[config.mk]
export PLATFORM = sky130hd
export DESIGN_NAME = piso_shift_tx
export DESIGN_NICKNAME = d
export VERILOG_FILES = /design/src/rtl/piso_shift_tx.sv
export SDC_FILE = /design/constraint.sdc
export NUM_CORES = 1
export LEC_CHECK = 0
export CORE_MARGIN = 4
export CORE_UTILIZATION = 51
export CTS_BUF_LIST = sky130_fd_sc_hd__clkbuf_4 sky130_fd_sc_hd__clkbuf_8
export CTS_CLUSTER_SIZE = 12
export DETAILED_ROUTE_END_ITERATION = 8
export PLACE_DENSITY = 0.77
export SLEW_MARGIN = 20
export SYNTH_ARGS = -nofsm -noshare
export SYNTH_HDL_FRONTEND = slang
export SYNTH_SLANG_ARGS = --single-unit
[constraint.sdc]
create_clock -name clk -period 1.6 [get_ports clk]
set_clock_uncertainty 0.05 [all_clocks]
set_input_delay 0.24 -clock clk [delete_from_list [all_inputs] [get_ports clk]]
set_output_delay 0.24 -clock clk [all_outputs]
set_load 0.01 [all_outputs]
[src/rtl/piso_shift_tx.sv]
`default_nettype none
// ============================================================================
// Module      : piso_shift_tx
// Description : Parallel-in serial-out transmitter with a valid/ready load
//               handshake, framed serial output and an end-of-word pulse.
// Revision    : 1.0 - initial release
// ============================================================================
module piso_shift_tx #(
    parameter int WIDTH     = 8,
    parameter bit MSB_FIRST = 1'b1
) (
    input  logic             clk,
    input  logic             R,
    input  logic [WIDTH-1:0] D,
    input  logic             load_valid,
    output logic             load_ready,
    output logic             Q,
    output logic             Qb,
    output logic             frame,
    output logic             done
);

    localparam int                 c_CNT_W    = $clog2(WIDTH);
    localparam int                 c_OUT_IDX  = MSB_FIRST ? WIDTH - 1 : 0;
    localparam logic [c_CNT_W-1:0] c_CNT_LOAD = c_CNT_W'(WIDTH - 1);

    localparam logic [1:0] c_IDLE  = 2'd0;
    localparam logic [1:0] c_SHIFT = 2'd1;
    localparam logic [1:0] c_DONE  = 2'd2;

    logic [1:0]         r_state;
    logic [WIDTH-1:0]   r_shift;
    logic [c_CNT_W-1:0] r_cnt;
    logic               r_frame;
    logic               r_done;
    logic               r_load_ready;
    logic [WIDTH-1:0]   w_shift_adv;

    // Zeros are shifted in, so the register drains to all-zero by the time
    // the word completes and Q naturally idles low.
    generate
        if (MSB_FIRST) begin : g_msb_first
            assign w_shift_adv = {r_shift[WIDTH-2:0], 1'b0};
        end else begin : g_lsb_first
            assign w_shift_adv = {1'b0, r_shift[WIDTH-1:1]};
        end
    endgenerate

    always_ff @(posedge clk) begin
        if (R) begin
            r_state      <= c_IDLE;
            r_shift      <= '0;
            r_cnt        <= '0;
            r_frame      <= 1'b0;
            r_done       <= 1'b0;
            r_load_ready <= 1'b1;
        end else begin
            case (r_state)
                c_IDLE: begin
                    if (load_valid) begin
                        r_state      <= c_SHIFT;
                        r_shift      <= D;
                        r_cnt        <= c_CNT_LOAD;
                        r_frame      <= 1'b1;
                        r_load_ready <= 1'b0;
                    end
                end
                c_SHIFT: begin
                    if (r_cnt == '0) begin
                        r_state <= c_DONE;
                        r_shift <= '0;
                        r_frame <= 1'b0;
                        r_done  <= 1'b1;
                    end else begin
                        r_shift <= w_shift_adv;
                        r_cnt   <= r_cnt - 1'b1;
                    end
                end
                c_DONE: begin
                    r_state      <= c_IDLE;
                    r_done       <= 1'b0;
                    r_load_ready <= 1'b1;
                end
                default: begin
                    r_state      <= c_IDLE;
                    r_shift      <= '0;
                    r_cnt        <= '0;
                    r_frame      <= 1'b0;
                    r_done       <= 1'b0;
                    r_load_ready <= 1'b1;
                end
            endcase
        end
    end

    assign Q          = r_shift[c_OUT_IDX];
    assign Qb         = ~r_shift[c_OUT_IDX];
    assign frame      = r_frame;
    assign done       = r_done;
    assign load_ready = r_load_ready;

endmodule
`default_nettype wire

# Word level (Yosys, flattened, before mapping)
# Cells that the tools add are included.
[totals]
register_bits = 16
output_inout_bits = 5
[classes]
add_sub_neg = 1
n_eq_ne = 5
mux = 16
bitwise_logic = 4
n_reduce_logical = 8
[op_table]
columns = ["cell", "count"]
rows = [
  ["$pmux 8 s3", 1],
  ["$mux 8", 2],
  ["$pmux 3 s3", 1],
  ["$reduce_and 2->1", 4],
  ["$mux 3", 2],
  ["$ne 2x2->1 const B", 3],
  ["$reduce_and 3->1", 2],
  ["$mux 1", 4],
  ["$mux 2", 2],
  ["$not 1->1", 4],
  ["$pmux 1 s2", 2],
  ["$pmux 2 s2", 1],
  ["$logic_not 3->1", 1],
  ["$pmux 1 s3", 1],
  ["$sub 3x1->3 const B", 1],
  ["$eq 2x1->1 const B", 1],
  ["$eq 2x2->1 const B", 1],
  ["$logic_not 2->1", 1],
]

# Logic depth before layout (Yosys ltp)
# Gate-level depths: netlist (run 1).
[logic_depth]
depth_word = 3
ltp_mapped = 6
ltp_nobuf = 5

# Least setup slack after synthesis (run 1)
# Ideal clock, no wire load.
[synth_path]
path_type = "register -> register"
startpoint = "register r_cnt[0]"
endpoint = "register r_cnt[1]"
setup_time_ns = 0.117
t_arrival_ns = 1.152
path_slack_ns = 0.280
stages_incl_launch_ff = 7
period_less_slack_ns = 1.320
path_cell_list = "dfxtp_1 > inv_1 > ha_1 > nand2b_1 > buf_2 > o22ai_1 > a32o_1"
[synth_via]
elab_chain_cells = 3
[synth_lines]
columns = ["element", "line", "rtl"]
rows = [
  ["start: declaration", "33", "logic [c_CNT_W-1:0] r_cnt;"],
  ["start signal: assignment", "63", "r_cnt <= c_CNT_LOAD;"],
  ["start signal: assignment", "76", "r_cnt <= r_cnt - 1'b1;"],
  ["$sub 3x1->3 or $logic_not 3->1 (tied branches)", "76, 69", ""],
  ["$mux 3 or $ne 2x2->1 (tied branches)", "n/a", ""],
  ["$pmux 3 s3 or $reduce_and 3->1 (tied branches)", "n/a", ""],
]
# Several ways; a longest one is shown, not always the timed one. The select of a mux whose other input is x is not followed.
# A chain may end at the register's enable or synchronous reset.

# Worst setup path after layout (run 1)
[layout_path]
startpoint = "register r_shift[7]"
endpoint = "output port Qb"
[layout_via]
elab_chain_cells = 1
[layout_lines]
columns = ["element", "line", "rtl"]
rows = [
  ["start: declaration", "32", "logic [WIDTH-1:0] r_shift;"],
  ["start signal: assignment", "75", "r_shift <= w_shift_adv;"],
  ["$not 1->1", "97", "assign Qb = ~r_shift[c_OUT_IDX];"],
  ["end: declaration", "18", "output logic Qb,"],
]
# No other way between the ends.

==> results of run 1 <==
-- cell usage in the layout (no fill, tap or decap) --
cell type,Yosys,layout
o32ai_1,7,7
nand2b_4,0,1
clkdlybuf4s50_1,0,15
and3_1,1,1
or2_0,1,1
a32o_1,1,1
buf_4,2,10
ha_1,2,1
clkbuf_8,0,1
mux2i_1,2,2
a31oi_1,7,7
nor2b_2,1,1
o22ai_1,1,1
nor2b_1,9,9
a21oi_1,3,3
dfxtp_1,16,16
nor3_1,2,2
nor4bb_1,1,1
o21ai_0,2,2
clkbuf_4,0,3
nand3b_1,1,1
ha_2,0,1
o2bb2ai_1,1,1
inv_1,10,10
o21ai_2,1,1
o31ai_1,1,1
nor2_1,2,2
nand2b_1,5,4
nand2_1,2,2
o21bai_1,2,2
-- area by class of cell --
class | count | area share
Sequential cell | 16 | 0.311
Timing Repair Buffer | 25 | 0.218
Multi-Input combinational cell | 55 | 0.381
Inverter | 10 | 0.0364
Clock buffer | 4 | 0.0352
Tap cell | 15 | 0.0182
-- per-layer routing --
metal	part of all wire	vias up	global-route usage
met3	0.056	2	0.0345
met1	0.46	338	0.235
met5	0	-	0
li1	-	355	-
met4	0.0076	0	0.0829
met2	0.47	17	0.282
-- worst max-delay path, stage by stage (launching register included) --
cell,delay (ns)
dfxtp_1,0.32
inv_1,0.06
clkdlybuf4s50_1,0.53
-- state kept, by name (all words and copies together) (netlist names) --
name        count
r_state         2
load_ready      1
r_shift         8
frame           1
done            1
r_cnt           3
-- kinds of logic after synthesis --
family,Yosys count
compound gates,26
simple gates,25
buf+inv,16
flops,16
mux,2
fa+ha+maj,2
-- power breakdown --
| part | switching (mW) | internal, mW | total [mW] |
|---|---|---|---|
| Clock | 0.133 | 0.139 | 0.271 |
| Combinational | 0.190 | 0.212 | 0.402 |
| Sequential | 0.0437 | 0.454 | 0.498 |
| Total | 0.367 | 0.805 | 1.17 |
-- final timing paths --
check / from / to / slack (ns) / depth (start not counted)
worst max register to register: r_cnt[0] / r_shift[2] / 0.16 / 6
worst min-delay path: load_ready / load_ready / 0.40 / 2
worst min register to register: load_ready / load_ready / 0.40 / 2
worst max-delay path: r_shift[7] / Qb / 0.12 / 2
-- what timing repair did --
item / CTS / global route
hold endpoints to repair: 0 / 0
endpoints found under the setup margin: 0 / 4
resized for setup: 0 / 2
-- stage by stage --
stage | worst slack [ns] | instances
global route | 0.0598 | 125
global placement | 0.0576 | 121
floorplan | 0.280 | 87
detailed placement | 0.0420 | 121
finish | 0.121 | 125
CTS | 0.0790 | 125
==> results.tsv, run 1 <==
stage	metric	value	unit
floorplanning	io_pins	16	
logic_synthesis	synth_area_leader_cell	dfxtp_1	
final_layout	drive_above_1_share	0.164	
logic_synthesis	yosysMostFrequentCell	dfxtp_1	
sta	hold_slack	0.399	ns
placement	hpwl	1.18	mm
sta	max_freq	676	MHz
power	finalPower	1.17	mW
sta	worst_pin_slew	0.355	ns
detailed_routing	vias	712	
clock_tree	cts_inserted_buffers	3	
detailed_routing	drt_first_pass_iters	4	
flow_run	drv_cap	0	
logic_synthesis	synthAdderAreaFrac	0.0323	
detailed_routing	drc	0	
power	leakage	0.410	nW
logic_synthesis	yosysWarnings	0	
placement	placement.io_buffers	15	
sta	min_period	1.48	ns
placement	dpl_cell_area	985	um2
min_path	holdCritPathClass	register to register	
global_route	grt_pass1_vias	619	
sta	tns	0	ns
critical_path	arrival	1.19	ns
clock_tree	clk_pin_slew	0.10	ns
power	p_per_area	1140	nW/um2
clock_tree	clockBufferDepth	2	
floorplanning	dieWidth	47.0	um
floorplanning	core	1370	um2
floorplanning	fp.dieH	47.0	um
logic_synthesis	avgSynthCellArea	8.90	um2
final_layout	ff_latch_area	320	um2
placement	place_congestion	0.777	
logic_synthesis	syn_nets	100	
global_route	grt_max_degree	14	
final_layout	utilization	0.755	
final_layout	area_growth	33.1	%
clock_tree	cts_tree	done	
logic_synthesis	ys_top_cells_by_count	dfxtp_1 (16), inv_1 (10), nor2b_1 (9)	
detailed_routing	routedWlPerCell	13.7	um
detailed_routing	antenna_left	0	
sta	setup_viol	0	
critical_path	crit_path_end_kind	output pin	
floorplanning	row_count	13	
clock_tree	cts_sinks	16	
logic_synthesis	synth_top_family_by_area	compound AO/OA/AOI/OAI gates	
logic_synthesis	synthSimpleGateAreaFrac	0.195	
global_route	grtUsageTotal	0.179	
sta	rsz0062_at_grt	no	
sta	slew_headroom	0.763	
clock_tree	postCtsHoldBufs	0	
global_route	antenna_found_initial	0	
critical_path	critPathKind	register to output pin	
logic_synthesis	async_reset_ff_frac	0	
detailed_routing	drt_iter0_drc	12	
logic_synthesis	synth_ff_type	dfxtp_1	
critical_path	cp-start-kind	register	
logic_synthesis	synthCells	87	
clock_tree	post_cts_buffers	0	
critical_path	critPathMaxFanout	2	
logic_synthesis	synth_compound_area_frac	0.241	
final_layout	final_area	1030	um2
clock_tree	cts-root-buf	clkbuf_4	
sta	slew_violations	0	
final_layout	fillers	120	
logic_synthesis	synth_mux_area_frac	0.0258	
floorplanning	start_util	0.567	
global_route	globalRoute.totalOverflow	0	
logic_synthesis	syn_area	774	um2
logic_synthesis	synth_area_leaders	dfxtp_1 (41%), o32ai_1 (7.9%), nor2b_1 (7.3%), a31oi_1 (5.7%), inv_1 (4.8%)	
detailed_routing	via_per_inst	5.70	
sta	hold_viol_final	0	
final_layout	fin_nets	124	
clock_tree	htree_num_levels	1	
logic_synthesis	yosysTopAreaCellShare	0.414	
logic_synthesis	synth.distinct_cells	27	
status	outcome	completed	
detailed_routing	routed_wl	1.71	mm
sta	timing.final.crit_share	0.925	
critical_path	cp.required	1.31	ns
power	peakVddDrop	0.000715	V
logic_synthesis	yosysSeqAreaShare	0.414	
floorplanning	die-area	2210	um2
final_layout	n_antenna_cell	0	
final_layout	multiInputGateArea	393	um2
logic_synthesis	synth_seq_cells	16	
logic_synthesis	synth-xor-area-share	0	
global_route	grt_pass1_wl	2.75	mm
logic_synthesis	synth_edf_count	0	
clock_tree	clk_latency	0.29	ns
Note: power is estimated with default switching activity, not from simulation.
==> run 2, diff against run 1 <==
--- a/config.mk
+++ b/config.mk
@@ -6,11 +6,11 @@
 export NUM_CORES = 1
 export LEC_CHECK = 0
 export CORE_MARGIN = 4
-export CORE_UTILIZATION = 51
+export CORE_UTILIZATION = 45
 export CTS_BUF_LIST = sky130_fd_sc_hd__clkbuf_4 sky130_fd_sc_hd__clkbuf_8
 export CTS_CLUSTER_SIZE = 12
 export DETAILED_ROUTE_END_ITERATION = 8
-export PLACE_DENSITY = 0.77
+export PLACE_DENSITY = 0.69
 export SLEW_MARGIN = 20
 export SYNTH_ARGS = -nofsm -noshare
 export SYNTH_HDL_FRONTEND = slang
==> results.tsv, run 2 (synthesis gave the netlist of run 1 again) <==
stage	metric	value	unit
status	outcome	completed	
clock_tree	postCtsResizedCells	0	
final_layout	final_cell_count_no_fill	124	
detailed_routing	routed_wl	1.59	mm
detailed_routing	drt_first_pass_iters	4	
detailed_routing	via_per_inst	5.41	
power	leakage	0.395	nW
global_route	grt_pass1_wl	2.72	mm
power	switching_share	0.315	
sta	max_freq	675	MHz
detailed_routing	vias	671	
final_layout	n_antenna_cell	0	
clock_tree	clk_latency	0.28	ns
critical_path	path_buf_inv	1	
final_layout	mostFrequentLayoutCells	dfxtp_1 (16), clkdlybuf4s50_1 (15), inv_1 (10)	
placement	place_congestion	0.759	
placement	hpwl	1.12	mm
critical_path	cp-start-kind	register	
min_path	holdCritPathClass	register to register	
placement	dpl.cell_count	121	
sta	timing.final.crit_share	0.926	
clock_tree	cts_inserted_buffers	3	
clock_tree	htree_num_levels	1	
global_route	globalRoute.totalOverflow	0	
clock_tree	post_cts_buffers	0	
sta	min_period	1.48	ns
final_layout	regMostFlops	r_shift	
power	internal_power	0.725	mW
critical_path	path_delay_family	buffers and inverters	
final_layout	largestRegisters	r_shift (8), r_cnt (3), r_state (2)	
global_route	antenna_found_initial	0	
placement	placement.io_buffers	15	
final_layout	largest_reg_flops	8	
power	p_per_area	1060	nW/um2
min_path	hold_path.startpoint	load_ready	
critical_path	max_stage_delay	0.55	ns
critical_path	cp_slowest_cell	clkdlybuf4s50_1	
sta	hold_viol_final	0	
sta	slew_headroom	0.733	
power	clockPowerShare	0.196	
flow_run	drv_cap	0	
floorplanning	start_util	0.497	
sta	setup_viol	0	
global_route	grt_pass1_vias	621	
detailed_routing	drc	0	
critical_path	timing.rr.start	r_cnt[0]	
sta	slew_violations	0	
power	p_sw	0.333	mW
critical_path	critPathMaxFanout	3	
sta	fin_ws	0.119	ns
floorplanning	dieWidth	49.5	um
final_layout	drive_above_1_share	0.130	
detailed_routing	drt_iter0_drc	25	
clock_tree	cts-root-buf	clkbuf_4	
sta	worst_pin_slew	0.401	ns
detailed_routing	routedWlPerCell	12.8	um
floorplanning	core	1560	um2
critical_path	arrival	1.19	ns
sta	rsz0062_at_grt	no	
power	seqPwrFrac	0.467	
floorplanning	die-area	2450	um2
clock_tree	cts_tree	done	
critical_path	critPathKind	register to output pin	
global_route	grt_max_degree	18	
critical_path	cp.required	1.31	ns
floorplanning	io_pins	16	
critical_path	crit_path_end_kind	output pin	
final_layout	layout_commonest_cell	dfxtp_1	
global_route	grtUsageTotal	0.140	
floorplanning	row_count	14	
detailed_routing	antenna_left	0	
final_layout	fin_nets	123	
floorplanning	fp.dieH	49.5	um
final_layout	area_growth	29.2	%
placement	place_ws	-0.0285	ns
critical_path	cp-startpoint	frame	
critical_path	cp_cell_sequence	clkdlybuf4s50_1	
power	peakVddDrop	0.000629	V
clock_tree	clk_pin_slew	0.09	ns
clock_tree	clockBufferDepth	2	
power	power_frac_comb	0.338	
clock_tree	cts_sinks	16	
clock_tree	postCtsHoldBufs	0	
==> run 2: changes by cell type in the layout (fill, tap and decap cells not counted), sizes merged <==
| cell | previous run | this run |
|---|---|---|
| buf | 10 | 9 |
| clkbuf | 4 | 3 |
==> run 2: per-stage QoR <==
step | util | cell area (um2) | TNS (ns) | hold WS (ns) | power [mW]
floorplan | - | 774 | 0 | 0.306 | 0.732
global placement | 0.628 | 978 | 0 | 0.381 | 0.854
detailed placement | 0.628 | 978 | -0.0467 | 0.387 | 0.859
global route | 0.642 | 1000 | 0 | 0.420 | 1.14
finish | 0.642 | 1000 | 0 | 0.401 | 1.06
CTS | 0.642 | 1000 | 0 | 0.403 | 1.06
==> run 2: final cells by class <==
class | count | area, um2
Fill cell | 134 | 558
Multi-Input combinational cell | 55 | 383
Sequential cell | 16 | 320
Timing Repair Buffer | 24 | 218
Inverter | 10 | 37.5
Clock buffer | 3 | 22.5
Tap cell | 16 | 20.0
==> run 2: routing by layer <==
metal,global-route usage,up-vias,part of all wire
met1,0.193,301,0.50
met4,0.0553,0,0.0069
met5,0,-,0
met2,0.210,17,0.44
li1,-,351,-
met3,0.0331,2,0.056
==> run 2: path summary, 6_finish.rpt <==
path | slack [ns] | cells past startpoint | endpoint
setup / recovery | 0.12 | 1 | frame
hold / removal | 0.40 | 2 | load_ready
setup reg to reg | 0.16 | 6 | r_shift[6]
hold reg to reg | 0.40 | 2 | load_ready
==> run 2: power groups by stage <==
stage                     Sequential (mW)  Combinational [mW]  Clock, mW
after floorplan                     0.496               0.235          0
after global placement              0.501               0.353          0
after detailed placement            0.503               0.356          0
after CTS                           0.493               0.359      0.209
after global routing                0.502               0.402      0.236
final                               0.494               0.358      0.207
